$ cat src/rtl/maze_pkg.sv
// Shared constants, state encoding and helpers for the maze player controller.
package maze_pkg;

   // One-hot direction codes as delivered by the input debouncer
   localparam logic [3:0] UP    = 4'b0001;
   localparam logic [3:0] DOWN  = 4'b0010;
   localparam logic [3:0] RIGHT = 4'b0100;
   localparam logic [3:0] LEFT  = 4'b1000;

   // Maze RAM tile values
   localparam logic FLOOR = 1'b0;
   localparam logic WALL  = 1'b1;

   typedef enum logic [2:0] {
      IDLE,
      REQ,
      WAIT,
      CHECK,
      DONE
   } state_e;

   // True when exactly one bit of the direction word is set
   function automatic logic is_onehot(input logic [3:0] d);
      return (d != 4'b0000) && ((d & (d - 4'd1)) == 4'b0000);
   endfunction

endpackage

$ cat src/rtl/maze_direction_sampler.sv
// Direction sampler: remembers last cycle's direction word and emits a
// one-cycle dir_valid for a fresh one-hot press while the controller is idle.
// Optional feature macro: MAZE_AUTO_REPEAT_EN (held direction re-fires every
// REPEAT_PERIOD idle cycles).
module maze_direction_sampler
   import maze_pkg::*;
#(
   parameter int unsigned REPEAT_PERIOD = 16
) (
   input  logic       clock,
   input  logic       reset_n,
   input  logic       idle_i,
   input  logic       restart_i,
   input  logic [3:0] dir_i,
   output logic       dir_valid_o,
   output logic [3:0] dir_code_o
);

   logic [3:0] prev_dir_q;
   logic       edge_hit;

   // Previous direction word, captured every cycle regardless of state
   always_ff @(posedge clock or negedge reset_n) begin
      if (!reset_n) prev_dir_q <= '0;
      else          prev_dir_q <= dir_i;
   end

   assign edge_hit   = (dir_i != prev_dir_q) && is_onehot(dir_i);
   assign dir_code_o = dir_i;

`ifdef MAZE_AUTO_REPEAT_EN
   localparam int unsigned TW = (REPEAT_PERIOD < 2) ? 1 : $clog2(REPEAT_PERIOD);

   logic [TW-1:0] rpt_q, rpt_d;
   logic          rpt_hit;

   // Repeat timer runs only while the same one-hot key is held in IDLE
   always_comb begin
      rpt_d   = rpt_q;
      rpt_hit = 1'b0;
      if (restart_i || !idle_i || (dir_i != prev_dir_q) || !is_onehot(dir_i)) begin
         rpt_d = '0;
      end else if (rpt_q == TW'(REPEAT_PERIOD - 1)) begin
         rpt_hit = 1'b1;
         rpt_d   = '0;
      end else begin
         rpt_d = rpt_q + 1'b1;
      end
   end

   // Repeat timer register
   always_ff @(posedge clock or negedge reset_n) begin
      if (!reset_n) rpt_q <= '0;
      else          rpt_q <= rpt_d;
   end

   assign dir_valid_o = idle_i && !restart_i && (edge_hit || rpt_hit);
`else
   assign dir_valid_o = idle_i && !restart_i && edge_hit;
`endif

endmodule

$ cat src/rtl/maze_player_controller.sv
// Maze player controller: accepts one-hot moves, reads the target tile from
// the maze RAM with a fixed read latency and commits the move on FLOOR.
// Optional feature macro: MAZE_AUTO_REPEAT_EN (see maze_direction_sampler).
module maze_player_controller
   import maze_pkg::*;
#(
   parameter int unsigned WIDTH         = 10,
   parameter int unsigned HEIGHT        = 10,
   parameter int unsigned ADDR_W        = 11,
   parameter int unsigned READ_LATENCY  = 2,
   parameter int unsigned START_X       = 0,
   parameter int unsigned START_Y       = 0,
   parameter int unsigned END_X         = WIDTH - 1,
   parameter int unsigned END_Y         = HEIGHT - 1,
   parameter int unsigned REPEAT_PERIOD = 16
) (
   input  logic              clock,
   input  logic              reset_n,
   input  logic [3:0]        player_direction,
   input  logic              at_start,
   input  logic              maze_read_data,
   output logic [ADDR_W-1:0] maze_read_address,
   output logic              maze_read_request,
   output logic [7:0]        player_x,
   output logic [7:0]        player_y,
   output logic              at_end,
   output logic              move_blocked,
   output logic [15:0]       move_count
);

   localparam logic [7:0] SX        = 8'(START_X);
   localparam logic [7:0] SY        = 8'(START_Y);
   localparam logic [7:0] EX        = 8'(END_X);
   localparam logic [7:0] EY        = 8'(END_Y);
   localparam logic [7:0] XMAX      = 8'(WIDTH - 1);
   localparam logic [7:0] YMAX      = 8'(HEIGHT - 1);
   localparam logic [2:0] WAIT_INIT = 3'(READ_LATENCY - 1);

   if ((READ_LATENCY < 1) || (READ_LATENCY > 7) || (REPEAT_PERIOD < 1) ||
       ((WIDTH * HEIGHT) > (1 << ADDR_W))) begin : g_bad_params
      $error("maze_player_controller: parameter out of range");
   end

   state_e            state_q, state_d;
   logic [7:0]        x_q, x_d, y_q, y_d;
   logic [7:0]        tx_q, tx_d, ty_q, ty_d;
   logic [ADDR_W-1:0] addr_q, addr_d;
   logic [2:0]        wait_q, wait_d;
   logic              blocked_q, blocked_d;
   logic [15:0]       count_q, count_d;

   logic              dir_valid;
   logic [3:0]        dir_code;
   logic [7:0]        nx, ny;
   logic              in_bounds;

   maze_direction_sampler #(
      .REPEAT_PERIOD (REPEAT_PERIOD)
   ) u_sampler (
      .clock       (clock),
      .reset_n     (reset_n),
      .idle_i      (state_q == IDLE),
      .restart_i   (at_start),
      .dir_i       (player_direction),
      .dir_valid_o (dir_valid),
      .dir_code_o  (dir_code)
   );

   // Neighbour tile for the requested direction and whether it lies inside the maze
   always_comb begin
      nx        = x_q;
      ny        = y_q;
      in_bounds = 1'b0;
      case (dir_code)
         UP:      begin ny = y_q - 8'd1; in_bounds = (y_q != 8'd0); end
         DOWN:    begin ny = y_q + 8'd1; in_bounds = (y_q != YMAX); end
         RIGHT:   begin nx = x_q + 8'd1; in_bounds = (x_q != XMAX); end
         LEFT:    begin nx = x_q - 8'd1; in_bounds = (x_q != 8'd0); end
         default: ;
      endcase
   end

   // Next-state logic; restart overrides every state and abandons any read in flight
   always_comb begin
      state_d   = state_q;
      x_d       = x_q;
      y_d       = y_q;
      tx_d      = tx_q;
      ty_d      = ty_q;
      addr_d    = addr_q;
      wait_d    = wait_q;
      blocked_d = 1'b0;
      count_d   = count_q;
      if (at_start) begin
         state_d = IDLE;
         x_d     = SX;
         y_d     = SY;
         count_d = '0;
      end else begin
         case (state_q)
            IDLE: begin
               if (dir_valid) begin
                  if (!in_bounds) begin
                     blocked_d = 1'b1;
                  end else begin
                     tx_d    = nx;
                     ty_d    = ny;
                     addr_d  = ADDR_W'(WIDTH) * ADDR_W'(ny) + ADDR_W'(nx);
                     state_d = REQ;
                  end
               end
            end
            REQ: begin
               wait_d  = WAIT_INIT;
               state_d = (READ_LATENCY == 1) ? CHECK : WAIT;
            end
            WAIT: begin
               wait_d = wait_q - 3'd1;
               if (wait_q == 3'd1) state_d = CHECK;
            end
            CHECK: begin
               if (maze_read_data == FLOOR) begin
                  x_d     = tx_q;
                  y_d     = ty_q;
                  count_d = (count_q == 16'hFFFF) ? count_q : count_q + 16'd1;
                  state_d = ((tx_q == EX) && (ty_q == EY)) ? DONE : IDLE;
               end else begin
                  blocked_d = 1'b1;
                  state_d   = IDLE;
               end
            end
            DONE:    state_d = DONE;
            default: state_d = IDLE;
         endcase
      end
   end

   // State and datapath registers
   always_ff @(posedge clock or negedge reset_n) begin
      if (!reset_n) begin
         state_q   <= IDLE;
         x_q       <= SX;
         y_q       <= SY;
         tx_q      <= '0;
         ty_q      <= '0;
         addr_q    <= '0;
         wait_q    <= '0;
         blocked_q <= 1'b0;
         count_q   <= '0;
      end else begin
         state_q   <= state_d;
         x_q       <= x_d;
         y_q       <= y_d;
         tx_q      <= tx_d;
         ty_q      <= ty_d;
         addr_q    <= addr_d;
         wait_q    <= wait_d;
         blocked_q <= blocked_d;
         count_q   <= count_d;
      end
   end

   assign maze_read_address = addr_q;
   assign maze_read_request = (state_q == REQ);
   assign player_x          = x_q;
   assign player_y          = y_q;
   assign at_end            = (state_q == DONE);
   assign move_blocked      = blocked_q;
   assign move_count        = count_q;

endmodule

$ cat config.mk
export PLATFORM = sky130hd
export DESIGN_NAME = maze_player_controller
export DESIGN_NICKNAME = d
export VERILOG_FILES = /design/src/rtl/maze_pkg.sv /design/src/rtl/maze_direction_sampler.sv /design/src/rtl/maze_player_controller.sv
export SDC_FILE = /design/constraint.sdc
export NUM_CORES = 1
export LEC_CHECK = 0
export ABC_AREA = 1
export CAP_MARGIN = 20
export CORE_ASPECT_RATIO = 0.75
export CORE_UTILIZATION = 60
export CTS_CLUSTER_DIAMETER = 100
export DETAILED_ROUTE_END_ITERATION = 12
export DONT_BUFFER_PORTS = 1
export GPL_TIMING_DRIVEN = 1
export PLACE_DENSITY_LB_ADDON = 0.15
export SETUP_SLACK_MARGIN = 0.15
export SLEW_MARGIN = 20
export SYNTH_ARGS = -nofsm -noshare
export SYNTH_HDL_FRONTEND = slang
export SYNTH_SLANG_ARGS = --single-unit
$ cat constraint.sdc
create_clock -name clock -period 5.63 [get_ports clock]
set_clock_uncertainty 0.15 [all_clocks]
set_input_delay 1.126 -clock clock [delete_from_list [all_inputs] [get_ports clock]]
set_output_delay 1.126 -clock clock [all_outputs]
set_load 0.01 [all_outputs]
==> impl_metrics.csv, run 1 <==
group,metric,value,unit
status,run_status,"complete, no violations",
die,rows,26,
sta,finalHoldViolCount,0,
critical_path,crit_fanout,11,
sta,slew_viol_final,0,
clock_network,cts-buffers-inserted,9,
die,die_y,77.0,um
grt,grt_pass1_vias,3588,
sta,tightest_slew,0.712,ns
power_and_ir_drop,peakVddDrop,0.165,mV
critical_path,cp-startpoint,"player_direction[3]",
synth,yosysWarnings,0,
finish,fillers,591,
finish,fin_nets,621,
grt,grtUsageTotal,27.8,%
grt,grt_pass1_wl,16900,um
place,dpl.hpwl,7540,um
critical_path,start_kind,"input port",
critical_path,r2r_start,"player_y[0]",
detailed_routing,drtAntennaViolNets,0,
detailed_routing,vias,3755,
grt,antenna_found_initial,0,
detailed_routing,wl_per_cell,14.7,um
synth,netlist_instances,576,
clock_network,ctsHoldBuffers,0,
clock_network,htree_num_levels,3,
finish,antennaDiodeCount,0,
sta,rsz0062_at_grt,"no",
run,drv_cap,0,
critical_path,worstSetupPathType,"input port to flop",
sta,hold_ws,0.313,ns
finish,drive_gt1_share,7.38,%
clock_network,cts_tree,"built",
critical_path,arrival,5.04,ns
synth,async_flop_share,100,%
synth,synth.distinct_cells,43,
synth,syn-num-nets,619,
clock_network,cts.sinks,69,
place,place.gp.congestion,0.867,
critical_path,worstRegToRegCells,17,
sta,period_share,87.1,%
power_and_ir_drop,total_leakage_power,2.37,nW
synth,synth_edf_count,0,
clock_network,clk_latency,0.35,ns
critical_path,worstSetupEndpointType,"flop",
sta,relSlewSlack,52.4,%
critical_path,r2r_setup_slack,1.26,ns
place,io_buffers,0,
synth,yosysSeqAreaShare,38.3,%
critical_path,crit_end,"maze_read_address[10]",
critical_path,required,5.76,ns
detailed_routing,drc,0,
clock_network,clkTransAtPathRegs,0.08,ns
sta,setup_tns,0,ns
sta,max_freq,204,MHz
synth,synthesis.area,4500,um^2
clock_network,cts_resized,0,
clock_network,clockBufferDepth,2,
die,start_util,64.1,%
synth,synth.avg_cell_area,7.82,um^2
detailed_routing,post_drt_via_cell_ratio,5.51,
detailed_routing,drt-initial-drc-count,232,
synth,synthFlopType,"dfrtp_1",
sta,setup_violations,0,
clock_network,clockRootBuffer,"clkbuf_8",
detailed_routing,first_pass_iters,6,
die,die_w,102,um
clock_network,cts_setup_buffers,0,
power_and_ir_drop,p_per_area,276,nW/um^2
critical_path,r2r_end,"maze_read_address[10]",
finish,synthToLayoutAreaGrowth,6.28,%
finish,fin_area,4790,um^2
grt,grt_max_degree,70,
die,pin_count,54,
sta,fin_crit,4.90,ns
detailed_routing,drt_wl_total,10000,um
min_path,hold_path.class,"input port to asynchronous set/reset pin",
die,core_region_area,7030,um^2
synth,ys_seq_elements,69,
die,dieArea,7860,um^2
grt,grt-ovfl-total,0,
place,post_dp_cell_area,4580,um^2
-- stage by stage --
step	std cells	total power, mW	setup WS (ns)	utilization (%)
after floorplan	576	0.839	0.841	-
after global placement	665	0.887	0.557	65.2
after detailed placement	665	0.902	0.390	65.2
after CTS	681	1.33	0.737	68.1
after global routing	681	1.40	0.331	68.1
final	681	1.32	0.728	68.1
-- synth_stat cells (2+ instances only) --
cell | number | area, um^2
nand3_2 | 3 | 30.0
buf_2 | 4 | 20.0
nand2_1 | 120 | 450
o31ai_2 | 2 | 25.0
fa_1 | 4 | 80.1
xor2_1 | 15 | 131
inv_1 | 94 | 353
nor2_2 | 2 | 12.5
a21oi_1 | 33 | 165
clkbuf_1 | 4 | 15.0
xnor2_1 | 3 | 26.3
nor3_4 | 2 | 32.5
o21ai_1 | 26 | 130
nor2_4 | 3 | 33.8
nand3b_1 | 2 | 15.0
o22ai_1 | 20 | 125
nand2_2 | 4 | 25.0
nand3_1 | 33 | 165
a31oi_1 | 2 | 12.5
nor2_1 | 33 | 124
ha_1 | 31 | 388
nor3_1 | 8 | 40.0
a211oi_1 | 2 | 15.0
o21a_1 | 2 | 15.0
and3_1 | 2 | 12.5
dfrtp_1 | 69 | 1730
nand4_1 | 12 | 75.1
o21ai_0 | 22 | 110
inv_2 | 5 | 18.8
-- report_power, final --
| group | internal (mW) | switching, mW |
|---|---|---|
| clock | 0.221 | 0.205 |
| combinational | 0.0975 | 0.177 |
| sequential | 0.571 | 0.0506 |
-- logic make-up (layout without fill, tap and decap cells) --
group / after synthesis / count (layout) / share of synthesized area [%]
xor gates and xnor gates: 18 / 18 / 3.50
adders and majority gates: 35 / 35 / 10.4
and+or+nand+nor: 228 / 228 / 23.6
AOI/OAI and AO/OA: 116 / 116 / 14.6
DFF: 69 / 69 / 38.3
buffers and inverters: 110 / 117 / 9.58
-- routing by layer --
metal	track usage, %	routed length [um]	vias up
li1	-	-	1904
met1	39.4	4710	1722
met2	42.1	4480	117
met3	7.57	725	12
met4	6.86	91	0
met5	0	0	-
-- critical path, stage by stage --
cell and delay [ns]:
nor2_2 0.13, nand3_2 0.28, ha_1 0.43, nand2_1 0.09, nand3_1 0.12, xnor2_1 0.15, nand2_1 0.06, o21ai_0 0.10
inv_1 0.12, ha_1 0.31, ha_1 0.22, fa_1 0.44, ha_1 0.36, nand2_1 0.07, o21ai_0 0.32, nand3_1 0.14
a21oi_1 0.26, nand3_1 0.11, nand2_1 0.07, nand3_1 0.07, nand2_1 0.08
-- layout by cell type, fill, tap and decap left out, types with 5 or more instances in the layout --
cell,synthesis,routed
nand2_1,120,120
inv_1,94,94
dfrtp_1,69,69
a21oi_1,33,33
nand3_1,33,33
nor2_1,33,33
ha_1,31,31
o21ai_1,26,26
o21ai_0,22,22
o22ai_1,20,20
xor2_1,15,15
nand4_1,12,12
clkbuf_8,0,10
nor3_1,8,8
inv_2,5,5
-- worst min path at each step --
stage / from / endpoint / slack [ns] / depth (start not counted)
5_1_grt: reset_n / move_count[9] / 0.29 / 0
6_report: reset_n / move_count[5] / 0.31 / 0
2_1_floorplan: tx_q[7] / tx_q[7] / 0.31 / 2
4_1_cts: reset_n / tx_q[4] / 0.30 / 0
3_3_place_gp: tx_q[7] / tx_q[7] / 0.33 / 2
3_5_place_dp: tx_q[7] / tx_q[7] / 0.34 / 2
-- sequential cells by signal, indices dropped and copies added, names as in the netlist --
name / flops
maze_read_address: 10
move_blocked: 1
move_count: 16
player_x: 8
player_y: 8
state_q: 3
tx_q: 8
ty_q: 8
u_sampler.prev_dir_q: 4
wait_q: 3
-- layout make-up --
class | instances | area (um^2) | area share, %
clock inverter | 6 | 68.8 | 1.44
tap | 98 | 123 | 2.56
multi-input combinational | 397 | 2350 | 49.0
clock buffer | 10 | 138 | 2.88
inverter | 100 | 378 | 7.89
timing repair buffer | 1 | 7.51 | 0.157
sequential | 69 | 1730 | 36.1
(Power assumes the default switching activity.)
==> run 2: changes to the inputs <==
--- a/config.mk
+++ b/config.mk
@@ -8,6 +8,7 @@
 export ABC_AREA = 1
 export CAP_MARGIN = 20
 export CORE_ASPECT_RATIO = 0.75
+export CORE_MARGIN = 2
 export CORE_UTILIZATION = 60
 export CTS_CLUSTER_DIAMETER = 100
 export DETAILED_ROUTE_END_ITERATION = 12
==> impl_metrics.csv, run 2 (synthesis gave the netlist of run 1 again) <==
group,metric,value,unit
grt,antenna_found_initial,0,
finish,fin_nets,621,
finish,fillers,640,
die,core_region_area,7300,um^2
critical_path,worstSetupEndpointType,"flop",
critical_path,arrival,5.14,ns
detailed_routing,first_pass_iters,5,
critical_path,cp-startpoint,"player_direction[3]",
sta,relSlewSlack,51.7,%
finish,multi_input_area,2350,um^2
finish,final_common_cell,"nand2_1",
critical_path,crit_fanout,11,
sta,period_share,88.6,%
clock_network,htree_num_levels,3,
detailed_routing,post_drt_via_cell_ratio,5.62,
grt,grtUsageTotal,27.3,%
finish,fin_util,65.6,%
clock_network,clkTransAtPathRegs,0.09,ns
power_and_ir_drop,p_per_area,276,nW/um^2
detailed_routing,drt_wl_total,10300,um
power_and_ir_drop,total_leakage_power,2.37,nW
die,dieArea,8220,um^2
die,start_util,61.7,%
critical_path,worstSetupPathType,"input port to flop",
clock_network,cts-buffers-inserted,9,
status,run_status,"complete, no violations",
finish,antennaDiodeCount,0,
clock_network,clockBufferDepth,2,
run,drv_cap,0,
sta,setup_violations,0,
place,dpl.hpwl,7730,um
place,io_buffers,0,
power_and_ir_drop,peakVddDrop,0.159,mV
clock_network,clk_latency,0.36,ns
clock_network,cts.sinks,69,
sta,rsz0062_at_grt,"no",
detailed_routing,wl_per_cell,15.1,um
critical_path,required,5.78,ns
grt,grt-ovfl-total,0,
finish,most-common-layout-cells,"120 x nand2_1, 94 x inv_1, 69 x dfrtp_1",
detailed_routing,drc,0,
critical_path,start_kind,"input port",
detailed_routing,vias,3846,
die,die_w,104,um
die,pin_count,54,
place,place.gp.congestion,0.933,
detailed_routing,drt-initial-drc-count,214,
sta,finalHoldViolCount,0,
sta,max_freq,201,MHz
clock_network,cts_setup_buffers,0,
detailed_routing,drtAntennaViolNets,0,
sta,fin_crit,4.99,ns
grt,grt_pass1_vias,3887,
critical_path,r2r_start,"player_y[0]",
sta,tightest_slew,0.723,ns
die,die_y,79.0,um
finish,regArea,1730,um^2
clock_network,ctsHoldBuffers,0,
finish,largest_register_ffs,16,
clock_network,cts_resized,0,
die,rows,27,
clock_network,clockRootBuffer,"clkbuf_8",
clock_network,cts_tree,"built",
sta,slew_viol_final,0,
grt,grt_pass1_wl,17800,um
min_path,hold_path.class,"input port to asynchronous set/reset pin",
sta,setup_tns,0,ns
finish,synthToLayoutAreaGrowth,6.31,%
finish,drive_gt1_share,7.38,%
grt,grt_max_degree,70,
==> run 2: cell types whose count changed in the layout (fill, tap and decap cells not counted) <==
cell,before,now
clkbuf_8,10,9
clkinv_2,1,0
clkinv_4,0,1
clkinvlp_4,1,2
==> run 2: final timing paths <==
check / to / slack, ns / cells past startpoint
min in group clock: tx_q[7] / 0.36 / 2
hold / removal: wait_q[0] / 0.29 / 0
hold reg to reg: tx_q[7] / 0.36 / 2
max in group asynchronous: maze_read_address[5] / 4.92 / 0
setup reg to reg: maze_read_address[10] / 1.23 / 17
setup / recovery: maze_read_address[10] / 0.64 / 21
==> run 2: where the power goes <==
part           internal (mW)  total [mW]  switching [mW]
registers              0.571       0.621          0.0503
logic                 0.0969       0.272           0.175
clock network          0.210       0.429           0.220
total                  0.878        1.32           0.445
==> run 2: cell type report <==
| class | instances | share of cell area [%] |
|---|---|---|
| clock inverters | 7 | 1.67 |
| flip-flops and latches | 69 | 36.1 |
| inverters | 100 | 7.89 |
| well taps | 101 | 2.64 |
| multi-input cells | 397 | 49.0 |
| repair buffers | 1 | 0.157 |
| clock buffers | 9 | 2.59 |
==> run 2: worst max-delay path, stage by stage <==
cell and delay [ns]:
nor2_2 0.14, nand3_2 0.30, ha_1 0.44, nand2_1 0.10, nand3_1 0.12, xnor2_1 0.15, nand2_1 0.06, o21ai_0 0.10
inv_1 0.11, ha_1 0.31, ha_1 0.22, fa_1 0.45, ha_1 0.36, nand2_1 0.07, o21ai_0 0.29, nand3_1 0.14
a21oi_1 0.31, nand3_1 0.13, nand2_1 0.07, nand3_1 0.07, nand2_1 0.08
==> run 2: routing by layer <==
layer	global-route usage, %	routed length (um)
met1	35.0	4750
met2	44.2	4640
met3	8.29	752
met4	10.0	167
met5	0	0
==> run 2: stage by stage <==
stage               instance area [um^2]  power, mW  cells  hold WS (ns)  setup slack (ns)
floorplan                           4500      0.839    576         0.309             0.841
global placement                    4580      0.887    668         0.331             0.546
detailed placement                  4580      0.900    668         0.336             0.332
CTS                                 4790       1.33    684         0.284             0.672
global route                        4790       1.40    684         0.277             0.193
finish                              4790       1.32    684         0.295             0.644
